===== src/rtl/dl_ctrl_pkg.sv =====
// Shared types and helpers for the data-load controller: FSM states,
// address-split widths and MSB-first word placement within a memory line.
package dl_ctrl_pkg;

    typedef enum logic [1:0] {
        S_IDLE    = 2'd0,
        S_ISSUE   = 2'd1,
        S_WAIT    = 2'd2,
        S_DELIVER = 2'd3
    } dl_state_e;

    function automatic int unsigned off_width(input int unsigned words_per_line);
        return $clog2(words_per_line);
    endfunction

    function automatic int unsigned laddr_width(input int unsigned addr_w,
                                                input int unsigned words_per_line);
        return addr_w - $clog2(words_per_line);
    endfunction

    // Word offset 0 occupies the MSBs of the line.
    function automatic int unsigned word_lsb(input int unsigned off,
                                             input int unsigned word_w,
                                             input int unsigned words_per_line);
        return (words_per_line - 1 - off) * word_w;
    endfunction

endpackage


===== src/rtl/dl_rr_arbiter.sv =====
// Rotating-priority find-first: grants the first requester at or after ptr,
// wrapping modulo NUM_CORES. Purely combinational.
module dl_rr_arbiter
    import dl_ctrl_pkg::*;
#(
    parameter int NUM_CORES = 4,
    parameter int IDX_W     = $clog2(NUM_CORES)
) (
    input  logic [NUM_CORES-1:0] req,
    input  logic [IDX_W-1:0]     ptr,
    output logic [NUM_CORES-1:0] grant,
    output logic [IDX_W-1:0]     grant_idx
);

    logic             found;
    logic [IDX_W-1:0] idx;

    always_comb begin
        grant     = '0;
        grant_idx = '0;
        found     = 1'b0;
        idx       = '0;
        for (int unsigned k = 0; k < NUM_CORES; k++) begin
            idx = IDX_W'((32'(ptr) + k) % NUM_CORES);
            if (!found && req[idx]) begin
                found      = 1'b1;
                grant[idx] = 1'b1;
                grant_idx  = idx;
            end
        end
    end

endmodule


===== src/rtl/dl_ctrl_arb.sv =====
// Arbitrating data-load controller: one line read per distinct line address,
// round-robin between cores, broadcast of the returned line to all matching cores.
module dl_ctrl_arb
    import dl_ctrl_pkg::*;
#(
    parameter int  NUM_CORES      = 4,
    parameter int  WORD_W         = 16,
    parameter int  WORDS_PER_LINE = 4,
    parameter int  ADDR_W         = 16,
    parameter int  MEM_LAT        = 1,
    localparam int OFF_W          = off_width(WORDS_PER_LINE),
    localparam int LADDR_W        = laddr_width(ADDR_W, WORDS_PER_LINE),
    localparam int LINE_W         = WORD_W * WORDS_PER_LINE
) (
    input  logic                        clk,
    input  logic                        rst_n,
    input  logic [NUM_CORES-1:0]        mr,
    input  logic [NUM_CORES*ADDR_W-1:0] maddr,
    output logic                        mem_read,
    output logic [LADDR_W-1:0]          mem_addr,
    input  logic [LINE_W-1:0]           mem_data,
    output logic [NUM_CORES*WORD_W-1:0] dout,
    output logic [NUM_CORES-1:0]        dvalid,
    output logic                        busy
);

    localparam int IDX_W = $clog2(NUM_CORES);
    localparam int CNT_W = $clog2(MEM_LAT + 1);

    dl_state_e                   state;
    logic [IDX_W-1:0]            rr_ptr;
    logic [IDX_W-1:0]            lead_q;
    logic [IDX_W-1:0]            grant_idx;
    logic [NUM_CORES-1:0]        grant;
    logic [NUM_CORES-1:0]        match;
    logic [NUM_CORES-1:0]        serve_mask;
    logic [LADDR_W-1:0]          lead_line;
    logic [LADDR_W-1:0]          laddr_q;
    logic [OFF_W-1:0]            off_q [NUM_CORES];
    logic [CNT_W-1:0]            cnt;
    logic [NUM_CORES*WORD_W-1:0] dout_q;
    logic [NUM_CORES-1:0]        dvalid_q;

    dl_rr_arbiter #(
        .NUM_CORES (NUM_CORES),
        .IDX_W     (IDX_W)
    ) u_arb (
        .req       (mr),
        .ptr       (rr_ptr),
        .grant     (grant),
        .grant_idx (grant_idx)
    );

    always_comb begin
        lead_line = maddr[int'(grant_idx)*ADDR_W + OFF_W +: LADDR_W];
        match     = '0;
        for (int unsigned i = 0; i < NUM_CORES; i++) begin
            match[i] = mr[i] && (maddr[i*ADDR_W + OFF_W +: LADDR_W] == lead_line);
        end
        match = match | grant;
    end

    always_ff @(posedge clk) begin
        if (!rst_n) begin
            state      <= S_IDLE;
            rr_ptr     <= '0;
            lead_q     <= '0;
            laddr_q    <= '0;
            serve_mask <= '0;
            cnt        <= '0;
            dout_q     <= '0;
            dvalid_q   <= '0;
            for (int unsigned i = 0; i < NUM_CORES; i++) begin
                off_q[i] <= '0;
            end
        end else begin
            dvalid_q <= '0;
            case (state)
                S_IDLE: begin
                    if (|mr) begin
                        lead_q     <= grant_idx;
                        laddr_q    <= lead_line;
                        serve_mask <= match;
                        for (int unsigned i = 0; i < NUM_CORES; i++) begin
                            off_q[i] <= maddr[i*ADDR_W +: OFF_W];
                        end
                        state <= S_ISSUE;
                    end
                end
                S_ISSUE: begin
                    cnt   <= CNT_W'(MEM_LAT);
                    state <= S_WAIT;
                end
                S_WAIT: begin
                    // The returned line is split straight into dout so the words
                    // and their valid pulse appear together in DELIVER.
                    if (cnt == CNT_W'(1)) begin
                        for (int unsigned i = 0; i < NUM_CORES; i++) begin
                            if (serve_mask[i]) begin
                                dout_q[i*WORD_W +: WORD_W] <=
                                    mem_data[word_lsb(32'(off_q[i]), WORD_W, WORDS_PER_LINE) +: WORD_W];
                            end
                        end
                        dvalid_q <= serve_mask;
                        state    <= S_DELIVER;
                    end else begin
                        cnt <= cnt - CNT_W'(1);
                    end
                end
                S_DELIVER: begin
                    rr_ptr <= (int'(lead_q) == NUM_CORES - 1) ? '0 : lead_q + IDX_W'(1);
                    state  <= S_IDLE;
                end
                default: state <= S_IDLE;
            endcase
        end
    end

    assign mem_read = (state == S_ISSUE);
    assign mem_addr = laddr_q;
    assign dout     = dout_q;
    assign dvalid   = dvalid_q;
    assign busy     = (state != S_IDLE);

endmodule


===== config.mk =====
export PLATFORM = sky130hd
export DESIGN_NAME = dl_ctrl_arb
export DESIGN_NICKNAME = d
export VERILOG_FILES = /design/src/rtl/dl_ctrl_pkg.sv /design/src/rtl/dl_rr_arbiter.sv /design/src/rtl/dl_ctrl_arb.sv
export SDC_FILE = /design/constraint.sdc
export NUM_CORES = 1
export LEC_CHECK = 0
export BUFFER_PORTS_ARGS = -buffer_cell sky130_fd_sc_hd__buf_2
export CORE_ASPECT_RATIO = 0.75
export CORE_UTILIZATION = 49
export CTS_CLUSTER_DIAMETER = 60
export DETAILED_ROUTE_END_ITERATION = 10
export PLACE_DENSITY = 0.81
export SYNTH_ARGS = -nofsm -noshare
export SYNTH_HDL_FRONTEND = slang
export SYNTH_HIERARCHICAL = 1
export SYNTH_SLANG_ARGS = --single-unit

===== constraint.sdc =====
create_clock -name clk -period 3.8 [get_ports clk]
set_clock_uncertainty 0.05 [all_clocks]
set_input_delay 0.76 -clock clk [delete_from_list [all_inputs] [get_ports clk]]
set_output_delay 0.76 -clock clk [all_outputs]
set_load 0.02 [all_outputs]

-- After elaboration in Yosys (flattened, before gate mapping)
Memories as Yosys holds them, arrays and structs flattened.
Index checks and enable logic that the tools add are counted.
- register bits: 93
- latch bits: 0
- RAM bits: 8
- bits in read-only memories: 0
- output and inout port bits: 84
- memories: 1
- add/sub/neg operators: 10
- multiply operators: 0
- divide/modulo/power cells: 0
- $lt $le $gt $ge: 8
- eq/ne operators: 10
- shift operators: 5
- muxes and demuxes: 42
- bitwise logic cells: 8
- reduce and logical (&&, ||, !) cells: 25
- memories (memory ; depth ; width ; read ports ; clocked after memory_dff ; wr ports ; RTL line ; source):
    off_q ; 4 ; 2 ; 4 ; 0 ; 4 ; dl_ctrl_arb.sv:39 ; logic [OFF_W-1:0] off_q [NUM_CORES];
- operators with widths (cell ; count):
    64-bit by 33-bit variable part select with 16-bit output ; 4
    64-bit by 8-bit variable part select with 14-bit output ; 1
    14-bit equality test ; 4
    2-bit two-way mux ; 11
    1-bit two-way mux ; 17
    4-bit two-way mux ; 4
    4-bit OR ; 4
    3-bit AND reduction ; 5
    2-bit by 3-bit < comparator with 1-bit output (second input constant) ; 4
    2-bit by 2-bit subtractor with 3-bit output (first input constant) ; 4
    1-bit logical AND ; 11
    1-bit binary-select mux with 2-bit select ; 4
    1-bit demux with 2-bit select ; 4
    2-bit by 1-bit >= comparator with 1-bit output (second input constant) ; 4
    2-bit case mux with 4 select lines ; 1
    6-bit by 2-bit adder with 7-bit output (second input constant) ; 1
    2-bit by 1-bit adder with 2-bit output (second input constant) ; 2
    2-bit adder (second input constant) ; 2
    2-bit by 1-bit equality test with 1-bit output (second input constant) ; 2
    2-bit equality test (second input constant) ; 2
    2-bit inequality test (second input constant) ; 2
    1-bit OR ; 4
    2-bit AND reduction ; 2
    2-bit nonzero test ; 2
    5 further kinds ; 7

-- Logic depth before layout (Yosys ltp)
- word-level depth: 17
- depth in mapped cells: 17
- gate-level depth less buffers: 13

-- Modules after synthesis
The synthesis kept the hierarchy.
- modules (own cells, without submodules) (module ; instances ; cells an instance ; area each (um^2) ; sequential area each (um^2)):
    dl_ctrl_arb ; 1 ; 789 ; 7357.1 ; 2102.0
    dl_rr_arbiter ; 1 ; 46 ; 419.2 ; 0.0

-- Worst setup path before layout
Ideal clock, no wire load.
- path kind: reg-to-reg
- start point: register rr_ptr[0]
- end point: register serve_mask[1]
- library setup time: 0.063 ns
- arrival: 3.458 ns
- required time: 3.687 ns
- slack: 0.229 ns
- stages on the path, launching flop included: 17
- cell sequence: dfxtp_1 buf_2 inv_1 ha_1 mux4_2 nor2b_4 o21ai_1 and3_1 o22ai_1 buf_2 buf_4 buf_2 buf_2 nor2_1 a2111oi_0 o2111ai_1 nand3_1
- cells in the longest elaborated chain, start to end: 17
- elaborated cells on any way between the ends: 56
- RTL lines (item ; RTL line ; source):
    start: declaration ; dl_ctrl_arb.sv:31 ; logic [IDX_W-1:0] rr_ptr;
    start signal: assignment ; dl_ctrl_arb.sv:111 ; rr_ptr <= (int'(lead_q) == NUM_CORES - 1) ? '0 : lead_q + IDX_W'(1);
    parallel branches: the longest is 11 deep, another holds 2-bit by 1-bit adder with 2-bit output ; - ;
    2-bit two-way mux * ; dl_rr_arbiter.sv:25 ; if (!found && req[idx]) begin
    net grant_idx[1] ; dl_ctrl_arb.sv:33 ; logic [IDX_W-1:0] grant_idx;
    6-bit by 2-bit adder with 7-bit output * ; dl_ctrl_arb.sv:55 ; lead_line = maddr[int'(grant_idx)*ADDR_W + OFF_W +: LADDR_W];
    64-bit by 8-bit variable part select with 14-bit output * ; dl_ctrl_arb.sv:55 ;
    14-bit equality test * ; dl_ctrl_arb.sv:58 ; match[i] = mr[i] && (maddr[i*ADDR_W + OFF_W +: LADDR_W] == lead_line);
    1-bit logical AND * ; dl_ctrl_arb.sv:58 ;
    4-bit OR * ; dl_ctrl_arb.sv:60 ; match = match | grant;
    end signal: assignment ; dl_ctrl_arb.sv:83 ; serve_mask <= match;
    end: declaration ; dl_ctrl_arb.sv:36 ; logic [NUM_CORES-1:0] serve_mask;
Mark *: on every way through the listed nets, which the timed path passes. The select of a mux whose other input is x is not followed.
A chain may end at the register's enable or synchronous reset.

-- Worst setup path in the final report
- start point: register rr_ptr[1]
- end point: register serve_mask[1]
The elaborated chain is that of the path after synthesis.

==> impl_metrics.py <==
metrics = {
    "status": {
        "run_status": "completed",
    },
    "drt": {
        "wirelength_mm": 28.1,
        "routed_via_density": 6.04,
        "avgRoutedWirePerCell_um": 22.5,
        "wl_met1_mm": 12.2,
        "first_pass_iters": 5,
        "dr_wl_met2_mm": 11.7,
        "top_layer": "met4",
        "met3WireLength_mm": 3.66,
        "drc": 0,
        "drt.antenna.violating_nets": 0,
        "initialDrtViolationCount": 876,
        "vias": 7546,
    },
    "floorplanning": {
        "coreArea_um2": 15400,
        "chipHeight_um": 111,
        "rows": 39,
        "die_area_um2": 16400,
        "pin_count": 218,
        "initial_utilization_pct": 50.6,
        "die_w_um": 147,
    },
    "clock_network": {
        "clk_latency_ps": 370,
        "cts_buffers": 9,
        "clock_path_buffers": 2,
        "clkTransAtPathRegs_ps": 80,
        "cts_root_buffer": "clkbuf_16",
        "cts.sinks": 101,
        "htree_levels": 3,
        "postCtsHoldBufs": 0,
        "cts_tree": "built",
    },
    "grt": {
        "grt_pass1_vias": 7069,
        "grtUsageTotal_pct": 34.7,
        "grt-ovfl-total": 0,
        "antenna_found_initial": 0,
        "grt_max_degree": 60,
        "grt_first_pass_wirelength_mm": 42.5,
    },
    "power_and_ir_drop": {
        "swShare_pct": 42.4,
        "leakagePower_nw": 3.87,
        "power_mw": 5.28,
        "p_clk_share_pct": 19.0,
        "switchingPower_mw": 2.24,
        "peakVddDrop_mv": 0.381,
        "power_density_nw_per_um2": 552,
        "power_frac_comb_pct": 50.8,
        "p_seq_share_pct": 30.2,
        "p_int_mw": 3.04,
    },
    "timing": {
        "fin_ws_ps": 270,
        "worstMarginPinSlew_ps": 1160,
        "clock.fmax_ghz": 0.283,
        "drv_slew": 0,
        "hold_viol_final": 0,
        "rsz0062_at_grt": "no",
        "period_minus_slack_ps": 3530,
        "finalSetupViolations": 0,
        "min_period_over_period_pct": 92.9,
        "slew_headroom_pct": 22.7,
    },
    "layout": {
        "fillers": 1359,
        "num_antenna_cells": 0,
        "post-route-cell-area_um2": 9550,
        "layout-drive-gt1-share_pct": 35.0,
        "final_cells": 1250,
        "syn_to_final_growth_pct": 22.8,
        "nets": 1185,
    },
    "placement": {
        "port_buffers": 217,
        "place_area_um2": 9200,
        "pre_cts_slack_ps": -40.1,
        "placedCellCount": 1230,
        "gp_congestion": 1.01,
        "hpwl_mm": 21.7,
    },
    "worst_setup_path": {
        "cp-end-kind": "flop",
        "criticalPathCategory": "flop to flop",
        "required_ps": 4060,
        "crit_fanout": 23,
        "startpoint_type": "flop",
        "arrival_ps": 3790,
    },
    "synth": {
        "synth_edf_count": 8,
        "netlist.area_leader.share_pct": 23.9,
        "async_flop_share_pct": 0,
        "synth_area_per_cell_um2": 9.31,
        "synth.yosys.seq_area_share_pct": 27.0,
        "synthTopCellsByArea": "dfxtp_1 24%, mux4_2 21%, nand2_1 9.0%",
        "ys_types": 60,
        "syn_nets": 980,
        "synth_cells": 835,
        "synth-seq-cells": 101,
        "synth_top_area_cell": "dfxtp_1",
        "mappedNetlistArea_um2": 7780,
        "yosysWarnings": 6,
        "synth_ff_type": "dfxtp_1",
    },
    "flow_run": {
        "drv_cap": 0,
    },
    "worst_hold_path": {
        "hp-class": "flop to flop",
    },
}
-- sequential cells by signal, indices dropped and copies added (netlist names) --
register and flops:
mem_addr 14, off_q 8, dvalid 4, serve_mask 4
state 2, cnt 1, rr_ptr 2, lead_q 2
dout 64
-- power groups by stage --
stage | clock network, mW | logic (mW) | registers [mW]
4_1_cts | 1.01 | 2.60 | 1.59
3_5_place_dp | 0 | 2.59 | 1.62
3_3_place_gp | 0 | 2.59 | 1.62
5_1_grt | 1.05 | 2.85 | 1.63
6_report | 1.00 | 2.68 | 1.59
2_1_floorplan | 0 | 1.88 | 1.38
-- synth_stat cells (all sizes together), types with 8 or more instances --
cell type	n
nand2	186
dfxtp	93
a21boi	78
mux4	75
clkbuf	51
xnor2	39
xor2	39
mux2i	32
buf	21
inv	20
nand3	19
a21oi	18
nor2	18
o21ai	18
and3	13
ha	11
a22oi	10
edfxtp	8
-- per-stage QoR --
step / hold slack [ps] / TNS [ps] / utilization (%)
2_1_floorplan: 397 / 0 / -
3_3_place_gp: 397 / 0 / 59.8
3_5_place_dp: 403 / -40.1 / 59.8
4_1_cts: 414 / 0 / 61.9
5_1_grt: 429 / 0 / 62.1
6_report: 413 / 0 / 62.1
-- path summary, 6_finish.rpt --
path	depth (start not counted)	from	slack (ps)	to
worst max register to register	14	rr_ptr[1]$_SDFFE_PN0N_	270	serve_mask[1]$_SDFFE_PN0P_
worst min register to register	2	dout[27]$_SDFFE_PN0P_	410	dout[27]$_SDFFE_PN0P_
worst max-delay path	14	rr_ptr[1]$_SDFFE_PN0N_	270	serve_mask[1]$_SDFFE_PN0P_
worst min-delay path	2	dout[27]$_SDFFE_PN0P_	410	dout[27]$_SDFFE_PN0P_
-- logic make-up (layout without fill, tap and decap cells) --
family	Yosys count	in the layout	share of synthesized area, %
AOI/OAI and AO/OA	176	176	16.3
xor gates and xnor gates	78	78	8.79
adders and majority gates	11	11	1.77
buffers and inverters	92	302	4.96
DFF	101	101	27.0
muxes	108	108	26.1
and+or+nand+nor	269	269	15.1
-- cell type report --
class / count / area [um^2] / share of cell area [%]
repair buffers: 266 / 1480 / 15.5
flip-flops and latches: 101 / 2100 / 22.0
inverters: 20 / 75.1 / 0.786
clock inverters: 6 / 72.6 / 0.760
well taps: 205 / 256 / 2.69
multi-input cells: 642 / 5320 / 55.7
clock buffers: 10 / 250 / 2.62
-- critical path, cell delays in order (launching register included) --
cell and delay, ps:
dfxtp_1 390, inv_1 120, ha_1 330, mux4_2 410, nor2b_4 220, o21ai_1 90
and3_1 210, o22ai_4 150, buf_12 200, mux2i_1 260, o31ai_1 120, a2111oi_1 470
buf_4 190, o2111ai_1 130, nand3_1 110
-- routing by layer --
| layer | vias to the layer above | track usage, % |
|---|---|---|
| li1 | 3430 | - |
| met1 | 3619 | 50.7 |
| met2 | 447 | 47.7 |
| met3 | 50 | 12.2 |
| met4 | 0 | 9.42 |
| met5 | - | 0 |
-- cells in the final DEF, fill, tap and decap left out, drive strengths merged, types with 11 or more instances in the layout --
cell type  count
inv           22
dfxtp         93
xnor2         39
a21oi         18
o21ai         18
xor2          39
mux2i         32
and3          13
buf          266
nand2        186
nor2          18
a21boi        78
ha            11
nand3         19
mux4          75
-- what timing repair did --
action | CTS | global route
gates resized for setup | 0 | 1
setup buffers | 0 | 4
endpoints found under the setup margin | 0 | 2
No activity file was read; power rests on OpenSTA's default activity.
